<file path="src/rtl/data_sync_tx_ctrl_if.sv">
// Requester, synchronizer and status signals around the source-domain transfer controller.
// The master modport is the controller side; the slave modport is its environment.
interface data_sync_tx_ctrl_if #(
    parameter int WIDTH = 8,
    parameter int NREQ  = 4
);
    logic [NREQ-1:0]       req;
    logic [NREQ*WIDTH-1:0] req_data;
    logic [NREQ-1:0]       grant;
    logic [NREQ-1:0]       done;
    logic [WIDTH-1:0]      unsync_bus;
    logic                  bus_enable;
    logic                  dest_ack;
    logic                  busy;
    logic                  timeout_err;
    logic                  err_clr;

    modport master (
        input  req,
        input  req_data,
        input  dest_ack,
        input  err_clr,
        output grant,
        output done,
        output unsync_bus,
        output bus_enable,
        output busy,
        output timeout_err
    );

    modport slave (
        output req,
        output req_data,
        output dest_ack,
        output err_clr,
        input  grant,
        input  done,
        input  unsync_bus,
        input  bus_enable,
        input  busy,
        input  timeout_err
    );
endinterface

</file>
<file path="src/rtl/data_sync_tx_ctrl.sv">
// Source-domain transfer controller: round-robin arbitration of NREQ requesters onto one
// synchronizer channel, 4-phase handshake against a synchronized dest_ack, with timeout abort.
module data_sync_tx_ctrl #(
    parameter int WIDTH   = 8,
    parameter int NREQ    = 4,
    parameter int STAGES  = 2,
    parameter int TIMEOUT = 64
) (
    input  logic                CLK,
    input  logic                RST,
    data_sync_tx_ctrl_if.master bus_if
);
    localparam int PW = $clog2(NREQ);
    localparam int CW = $clog2(TIMEOUT);

    typedef enum logic [2:0] {
        IDLE,
        SETUP,
        WAIT_ACK,
        WAIT_REL,
        RECOVER
    } state_t;

    state_t            state_q, state_d;
    logic [STAGES-1:0] ack_sync_q;
    logic              ack_s;
    logic [PW-1:0]     ptr_q, ptr_d;
    logic [PW-1:0]     sel_q, sel_d;
    logic [CW-1:0]     cnt_q, cnt_d;
    logic [NREQ-1:0]   grant_q, grant_d;
    logic [NREQ-1:0]   done_q, done_d;
    logic [WIDTH-1:0]  bus_q, bus_d;
    logic              en_q, en_d;
    logic              err_q, err_d;

    logic [PW-1:0]     lo_sel, hi_sel, pick;
    logic              hi_found;
    logic [WIDTH-1:0]  pick_word;
    logic              any_req;
    logic              tmo;

    // NOTE: every register here resets asynchronously on RST low, so bus_enable and the
    // status outputs fall the moment reset asserts rather than on the next CLK edge.
    // NOTE: sequential state uses non-blocking assignments only, so all flops sample the
    // values from before the edge regardless of process ordering.
    always_ff @(posedge CLK or negedge RST) begin
        if (!RST) begin
            ack_sync_q <= '0;
        end else begin
            ack_sync_q <= {ack_sync_q[STAGES-2:0], bus_if.dest_ack};
        end
    end

    assign ack_s = ack_sync_q[STAGES-1];

    // First request at or above the pointer wins; otherwise the lowest request (wrap).
    // NOTE: each combinational output gets a default before any branch, so no path can
    // leave it unassigned and infer a latch.
    always_comb begin
        hi_found  = 1'b0;
        hi_sel    = '0;
        lo_sel    = '0;
        pick_word = '0;
        for (int i = NREQ - 1; i >= 0; i--) begin
            if (bus_if.req[i]) begin
                lo_sel = PW'(i);
                if (i >= int'(ptr_q)) begin
                    hi_sel   = PW'(i);
                    hi_found = 1'b1;
                end
            end
        end
        pick = hi_found ? hi_sel : lo_sel;
        for (int i = 0; i < NREQ; i++) begin
            if (pick == PW'(i)) begin
                pick_word = bus_if.req_data[i*WIDTH +: WIDTH];
            end
        end
    end

    assign any_req = |bus_if.req;
    assign tmo     = (cnt_q == CW'(TIMEOUT - 1));

    always_comb begin
        state_d = state_q;
        ptr_d   = ptr_q;
        sel_d   = sel_q;
        cnt_d   = '0;
        grant_d = '0;
        done_d  = '0;
        bus_d   = bus_q;
        en_d    = en_q;
        // A timeout on the same edge overrides the clear below.
        err_d   = bus_if.err_clr ? 1'b0 : err_q;

        case (state_q)
            IDLE: begin
                if (any_req && !ack_s) begin
                    sel_d   = pick;
                    bus_d   = pick_word;
                    grant_d = NREQ'(1) << pick;
                    ptr_d   = (pick == PW'(NREQ - 1)) ? '0 : pick + 1'b1;
                    state_d = SETUP;
                end
            end
            SETUP: begin
                en_d    = 1'b1;
                state_d = WAIT_ACK;
            end
            WAIT_ACK: begin
                if (ack_s) begin
                    en_d    = 1'b0;
                    state_d = WAIT_REL;
                end else if (tmo) begin
                    en_d    = 1'b0;
                    err_d   = 1'b1;
                    state_d = RECOVER;
                end else begin
                    cnt_d = cnt_q + 1'b1;
                end
            end
            WAIT_REL: begin
                if (!ack_s) begin
                    done_d  = NREQ'(1) << sel_q;
                    state_d = IDLE;
                end else if (tmo) begin
                    err_d   = 1'b1;
                    state_d = RECOVER;
                end else begin
                    cnt_d = cnt_q + 1'b1;
                end
            end
            RECOVER: begin
                if (!ack_s) begin
                    state_d = IDLE;
                end
            end
            default: begin
                state_d = IDLE;
            end
        endcase
    end

    always_ff @(posedge CLK or negedge RST) begin
        if (!RST) begin
            state_q <= IDLE;
            ptr_q   <= '0;
            sel_q   <= '0;
            cnt_q   <= '0;
            grant_q <= '0;
            done_q  <= '0;
            bus_q   <= '0;
            en_q    <= 1'b0;
            err_q   <= 1'b0;
        end else begin
            state_q <= state_d;
            ptr_q   <= ptr_d;
            sel_q   <= sel_d;
            cnt_q   <= cnt_d;
            grant_q <= grant_d;
            done_q  <= done_d;
            bus_q   <= bus_d;
            en_q    <= en_d;
            err_q   <= err_d;
        end
    end

    assign bus_if.grant       = grant_q;
    assign bus_if.done        = done_q;
    assign bus_if.unsync_bus  = bus_q;
    assign bus_if.bus_enable  = en_q;
    assign bus_if.busy        = (state_q != IDLE);
    assign bus_if.timeout_err = err_q;
endmodule
</file>
<file path="src/flat_wrapper.sv">
// flat-port wrapper written by rule: the top's interface ports become plain ports
module data_sync_tx_ctrl_flat 
#(
    parameter int WIDTH   = 8,
    parameter int NREQ    = 4,
    parameter int STAGES  = 2,
    parameter int TIMEOUT = 64
)
  (CLK, RST, bus_if_req, bus_if_req_data, bus_if_dest_ack, bus_if_err_clr, bus_if_grant, bus_if_done, bus_if_unsync_bus, bus_if_bus_enable, bus_if_busy, bus_if_timeout_err);
  data_sync_tx_ctrl_if #(.WIDTH(WIDTH), .NREQ(NREQ)) bus_if_i ();
  input  logic CLK;
  input  logic RST;
  input wire logic [$bits(bus_if_i.req)-1:0] bus_if_req;
  input wire logic [$bits(bus_if_i.req_data)-1:0] bus_if_req_data;
  input wire logic [$bits(bus_if_i.dest_ack)-1:0] bus_if_dest_ack;
  input wire logic [$bits(bus_if_i.err_clr)-1:0] bus_if_err_clr;
  output wire logic [$bits(bus_if_i.grant)-1:0] bus_if_grant;
  output wire logic [$bits(bus_if_i.done)-1:0] bus_if_done;
  output wire logic [$bits(bus_if_i.unsync_bus)-1:0] bus_if_unsync_bus;
  output wire logic [$bits(bus_if_i.bus_enable)-1:0] bus_if_bus_enable;
  output wire logic [$bits(bus_if_i.busy)-1:0] bus_if_busy;
  output wire logic [$bits(bus_if_i.timeout_err)-1:0] bus_if_timeout_err;
  assign bus_if_i.req = bus_if_req;
  assign bus_if_i.req_data = bus_if_req_data;
  assign bus_if_i.dest_ack = bus_if_dest_ack;
  assign bus_if_i.err_clr = bus_if_err_clr;
  assign bus_if_grant = bus_if_i.grant;
  assign bus_if_done = bus_if_i.done;
  assign bus_if_unsync_bus = bus_if_i.unsync_bus;
  assign bus_if_bus_enable = bus_if_i.bus_enable;
  assign bus_if_busy = bus_if_i.busy;
  assign bus_if_timeout_err = bus_if_i.timeout_err;
  data_sync_tx_ctrl #(.WIDTH(WIDTH), .NREQ(NREQ), .STAGES(STAGES), .TIMEOUT(TIMEOUT)) u_core (.CLK(CLK), .RST(RST), .bus_if(bus_if_i));
endmodule
</file>
<file path="config.mk">
export PLATFORM = sky130hd
export DESIGN_NAME = data_sync_tx_ctrl_flat
export DESIGN_NICKNAME = d
export VERILOG_FILES = /design/src/rtl/data_sync_tx_ctrl_if.sv /design/src/rtl/data_sync_tx_ctrl.sv /design/src/flat_wrapper.sv
export SDC_FILE = /design/constraint.sdc
export NUM_CORES = 1
export LEC_CHECK = 0
export ABC_AREA = 1
export CAP_MARGIN = 20
export CORE_MARGIN = 5
export CORE_UTILIZATION = 49
export CTS_CLUSTER_SIZE = 10
export DETAILED_ROUTE_END_ITERATION = 8
export GPL_ROUTABILITY_DRIVEN = 1
export PLACE_DENSITY = 0.95
export SLEW_MARGIN = 15
export SYNTH_ARGS = -nofsm -noshare
export SYNTH_HDL_FRONTEND = slang
export SYNTH_SLANG_ARGS = --single-unit
</file>
<file path="constraint.sdc">
create_clock -name CLK -period 4.69 [get_ports CLK]
set_clock_uncertainty 0.05 [all_clocks]
set_input_delay 0.938 -clock CLK [delete_from_list [all_inputs] [get_ports CLK]]
set_output_delay 0.938 -clock CLK [all_outputs]
set_load 0.01 [all_outputs]
</file>
### Word-level counts from Yosys, hierarchy flattened

Index checks and enable logic that the tools add are counted.

| storage, ports and cells | value |
|---|---|
| output and inout bits | 19 |
| memories kept | 0 |
| memory bits (read-only) | 0 |
| logic and storage cells | 83 |
| bits in latches | 0 |
| memory bits (writable) | 0 |
| bits in registers | 33 |

| cells by class | value |
|---|---|
| equal/unequal tests | 11 |
| div/mod/pow operators | 0 |
| multipliers | 0 |
| mux-type cells | 45 |
| order comparisons | 3 |
| bitwise gates (word level) | 0 |
| $add $sub $neg | 2 |
| shift-type cells | 2 |
| reductions and logical operators | 10 |

Operators by type and width:

| operator | number |
|---|---|
| $mux 8 | 4 |
| $mux 2 | 12 |
| $mux 6 | 3 |
| $mux 4 | 4 |
| $mux 3 | 5 |
| $pmux 3 s5 | 1 |
| $mux 1 | 13 |
| $pmux 6 s2 | 1 |
| $shl 1x2->4 const A | 2 |
| $add 6x1->6 const B | 1 |
| $eq 3x2->1 const B | 2 |
| $eq 6x6->1 const B | 1 |
| $reduce_and 2->1 | 3 |
| $eq 2x2->1 const B | 2 |
| $ge 1x2->1 const A | 2 |
| $pmux 1 s2 | 2 |
| $reduce_or 4->1 | 1 |
| $eq 3x1->1 const B | 1 |
| $eq 3x3->1 const B | 1 |
| $logic_not 3->1 | 1 |
| $ne 3x1->1 const B | 1 |
| $reduce_bool 3->1 | 1 |
| $add 2x1->2 const B | 1 |
| $eq 2x1->1 const B | 1 |
| other kinds (7) | 7 |

### Logic depth before layout (Yosys ltp)

| depth | value |
|---|---|
| depth in word-level cells | 13 |
| mapped depth | 16 |

### Worst setup path after synthesis

OpenSTA, ideal clock, no wires.

| timing path | value |
|---|---|
| path kind | input to register |
| from | in bus_if_req[1] |
| to | reg u_core.bus_q[0] (netlist: u_core.bus_if.unsync_bus[0]) |
| path buffers | 1 |
| data arrival time | 2.429 ns |
| slack | 2.146 ns |
| stages on the path | 15 |
| required time | 4.575 ns |
| setup time | 0.065 ns |
| cell sequence | inv_1 > nor2_1 > a21oi_1 > nand3_1 > nand2_1 > inv_1 > ha_1 > buf_6 > nor2_1 > nand2_1 > nand2_1 > nand2_1 > nand2_1 > nand2_1 > nand2_1 |

| between the ends | value |
|---|---|
| cells in the longest elaborated chain, start to end | 9 |

Ends and longest elaborated chain:

| item | line | RTL |
|---|---|---|
| start: declaration | flat_wrapper.sv:13 | `input wire logic [$bits(bus_if_i.req)-1:0] bus_if_req;` |
| $mux 2 / $mux 1 (equally long branches) | data_sync_tx_ctrl.sv:65 | `if (bus_if.req[i]) begin` |
| $mux 2 / $mux 1 (equally long branches) | data_sync_tx_ctrl.sv:67 | `if (i >= int'(ptr_q)) begin` |
| $mux 2 / $mux 1 (equally long branches) | data_sync_tx_ctrl.sv:65 |  |
| $mux 2 (*) | data_sync_tx_ctrl.sv:73 | `pick = hi_found ? hi_sel : lo_sel;` |
| via u_core.pick[0] | data_sync_tx_ctrl.sv:36 | `logic [PW-1:0] lo_sel, hi_sel, pick;` |
| $logic_not 2->1 | data_sync_tx_ctrl.sv:75 | `if (pick == PW'(i)) begin` |
| $mux 8 (3 in series) | data_sync_tx_ctrl.sv:75 |  |
| $mux 8 (*) | data_sync_tx_ctrl.sv:75 |  |
| end signal: assignment | data_sync_tx_ctrl.sv:162 | `bus_q <= bus_d;` |
| end: declaration | data_sync_tx_ctrl.sv:32 | `logic [WIDTH-1:0] bus_q, bus_d;` |

The timed path passes the listed nets; every way through them passes the cells marked *.
A chain may end at the register's enable or synchronous reset.

### Final worst setup path

| timing path | value |
|---|---|
| from | in bus_if_req[1] |
| to | reg u_core.bus_q[5] (netlist: u_core.bus_if.unsync_bus[5]) |

Same word-level chain as after synthesis.

==> metrics.yaml <==
mostFrequentLayoutCell: "nand2_1"
area_growth_syn_to_layout_pct: 40.0
dp.cells: 335
num_io_pins: 59
r2r_end: "u_core.bus_if.unsync_bus[5]"
p_int_mw: 0.729
core.rowCount: 21
critPathMaxStageDelay_ns: 0.49
grt_pass1_wl_um: 6730
dp_hpwl_um: 3090
cts.clk_slew.worst_paths_ns: 0.12
die-area_mm2: 0.00485
cts_root_buf: "clkbuf_4"
worst_slew_pin_slew_ns: 0.548
fin_cells: 343
cts_setup_buffers: 0
reg2reg_setup_slack_ns: 2.35
cts_buffer_depth: 2
slew_viol_final: 0
startpoint: "bus_if_req[1]"
syn-instance-count: 235
maxCapViolCount: 0
path_class: "input port to register"
grt_pass1_vias: 1534
vdd_drop_max_uv: 457
path_common_cell: "nand2_1"
timing.fmax_ghz: 0.329
hp-class: "register to register"
fin_crit_ns: 3.04
mappedNetlistArea_mm2: 0.00174
numCtsBuffers: 5
netSwitchingFraction_pct: 39.5
post_cts_resized: 0
cts_tree: "done"
portBuffers: 58
grt_max_degree: 34
nets: 341
tns_ns: 0
ctsHoldBuffers: 0
yosysWarnings: 0
layout-drive-gt1-share_pct: 5.72
status: "completed"
dp_slack_ns: 1.39
wl_per_cell_um: 11.8
drt_iter0_markers: 76
clock_latency_ns: 0.34
power_frac_comb_pct: 46.8
synth_nets: 280
drcViolationCount: 0
finalCritPeriodShare_pct: 64.8
yosys_register_bits: 33
ant_nets: 0
antenna_found_initial: 0
cp_slowest_cell: "nor2_1"
rsz0062_at_grt: "false"
p_seq_share_pct: 34.4
grt_use_total_pct: 17.1
avgSynthCellArea_um2: 7.42
die_w_um: 69.7
max_slew_margin_pct: 63.3
start_kind: "input port"
yosysUniqueCellTypes: 22
final_area_mm2: 0.00244
drt_wl_total_um: 4040
cts.sinks: 33
place_area_mm2: 0.00235
worst_r2r_path_depth: 13
via_count: 1650
p_leak_nw: 1.21
core_region_area_mm2: 0.00339
cp_data_required_time_ns: 4.90
overflow: 0
setup_slack_ns: 1.65
fp.dieH_um: 69.7
final_cell_mix: "nand2_1, clkdlybuf4s50_1, nor2_1"
crit_path_end_kind: "register"
endpoint: "u_core.bus_if.unsync_bus[5]"
setup_violations: 0
place_congestion: 0.876
hold_viol_final: 0
arrival_ns: 3.25
powerDensity_mw_per_mm2: 493
cp_max_fo: 10
fin_hold_ws_ns: 0.321
timing.rr.start: "u_core.ptr_q[1]"
htree_num_levels: 2
switching_power_mw: 0.475
path_cells: "clkdlybuf4s50_1 > inv_1 > nor2_1 > a21oi_1 > nand3_1 > nand2_1 > inv_1 > ha_1 > nor2_1 > nand2_1 > nand2_1 > nand2_1 > nand2_1 > nand2_1 > nand2_1"
pwr-share-clk_pct: 18.8
antenna_cells: 0
drt-vias-per-instance: 4.81
first_pass_iters: 4
start_util_pct: 51.5
yosysSeqAreaShare_pct: 47.3
## sequential cells by signal (all words and copies together), names as in the netlist
signal,cells
u_core.ack_sync_q,2
u_core.bus_if.timeout_err,1
u_core.state_q,3
u_core.cnt_q,6
u_core.bus_if.grant,4
u_core.sel_q,2
u_core.ptr_q,2
u_core.bus_if.done,4
u_core.bus_if.unsync_bus,8
u_core.bus_if.bus_enable,1
## logic make-up (layout without fill, tap and decap cells)
group                      after synthesis  after routing  synth area share (%)
DFF                                     33             33                  47.3
adders and majority gates                5              5                  3.59
and+or+nand+nor                        149            149                  35.0
buffers and inverters                   26             88                  6.67
AOI/OAI and AO/OA                       19             19                  5.88
xor gates and xnor gates                 3              3                  1.51
## worst min-delay path by stage
stage | start | to | slack (ns) | cells after the start
6_report | u_core.ack_sync_q[0] | u_core.ack_sync_q[1] | 0.32 | 0
3_5_place_dp | u_core.ack_sync_q[0] | u_core.ack_sync_q[1] | 0.29 | 0
5_1_grt | u_core.ack_sync_q[0] | u_core.ack_sync_q[1] | 0.34 | 0
4_1_cts | u_core.ack_sync_q[0] | u_core.ack_sync_q[1] | 0.32 | 0
2_1_floorplan | u_core.ack_sync_q[0] | u_core.ack_sync_q[1] | 0.28 | 0
3_3_place_gp | u_core.ack_sync_q[0] | u_core.ack_sync_q[1] | 0.29 | 0
## cell type report
| type | count | area [µm²] |
|---|---|---|
| Sequential cell | 33 | 826 |
| Multi-Input combinational cell | 176 | 802 |
| Timing Repair Buffer | 59 | 588 |
| Clock inverter | 2 | 37.5 |
| Tap cell | 46 | 57.6 |
| Inverter | 21 | 78.8 |
| Fill cell | 244 | 948 |
| Clock buffer | 6 | 51.3 |
## worst max-delay path, delay by kind of cell
family / cells / cell delay (ns)
simple gates: 10 / 1.24
compound gates: 1 / 0.16
buf+inv: 3 / 0.58
fa+ha+maj: 1 / 0.34
## synthesized netlist by cell type
master	count	area [µm²]
a21oi_1	13	65.1
a21oi_2	1	8.76
buf_2	3	15.0
buf_6	2	22.5
clkinv_1	2	7.51
dfrtp_1	33	826
ha_1	5	62.6
inv_1	18	67.6
inv_2	1	3.75
nand2_1	93	349
nand3_1	8	40.0
nand3_2	1	10.0
nor2_1	36	135
nor2_2	4	25.0
nor3_1	2	10.0
nor3_4	1	16.3
nor4_1	4	25.0
o211ai_1	1	7.51
o21ai_1	3	15.0
o22ai_1	1	6.26
xnor2_1	1	8.76
xor2_1	2	17.5
## power by group through the flow
stage	Sequential [mW]	Combinational (mW)	Clock (mW)
6_report	0.414	0.563	0.227
5_1_grt	0.422	0.643	0.244
4_1_cts	0.414	0.566	0.230
3_5_place_dp	0.421	0.558	0
3_3_place_gp	0.416	0.544	0
2_1_floorplan	0.434	0.349	0
## per-layer routing
layer | track usage (%) | part of all wire [%] | up-vias
li1 | - | - | 853
met1 | 19.9 | 44 | 745
met2 | 30.5 | 49 | 41
met3 | 3.04 | 4.3 | 11
met4 | 7.66 | 2.2 | 0
met5 | 0 | 0 | -
## through the flow
step           power, mW  util, %
2_1_floorplan      0.783        -
4_1_cts             1.21     72.0
5_1_grt             1.31     72.0
6_report            1.20     72.0
3_5_place_dp       0.979     69.4
3_3_place_gp       0.960     69.4
Note: power is estimated with default switching activity, not from simulation.
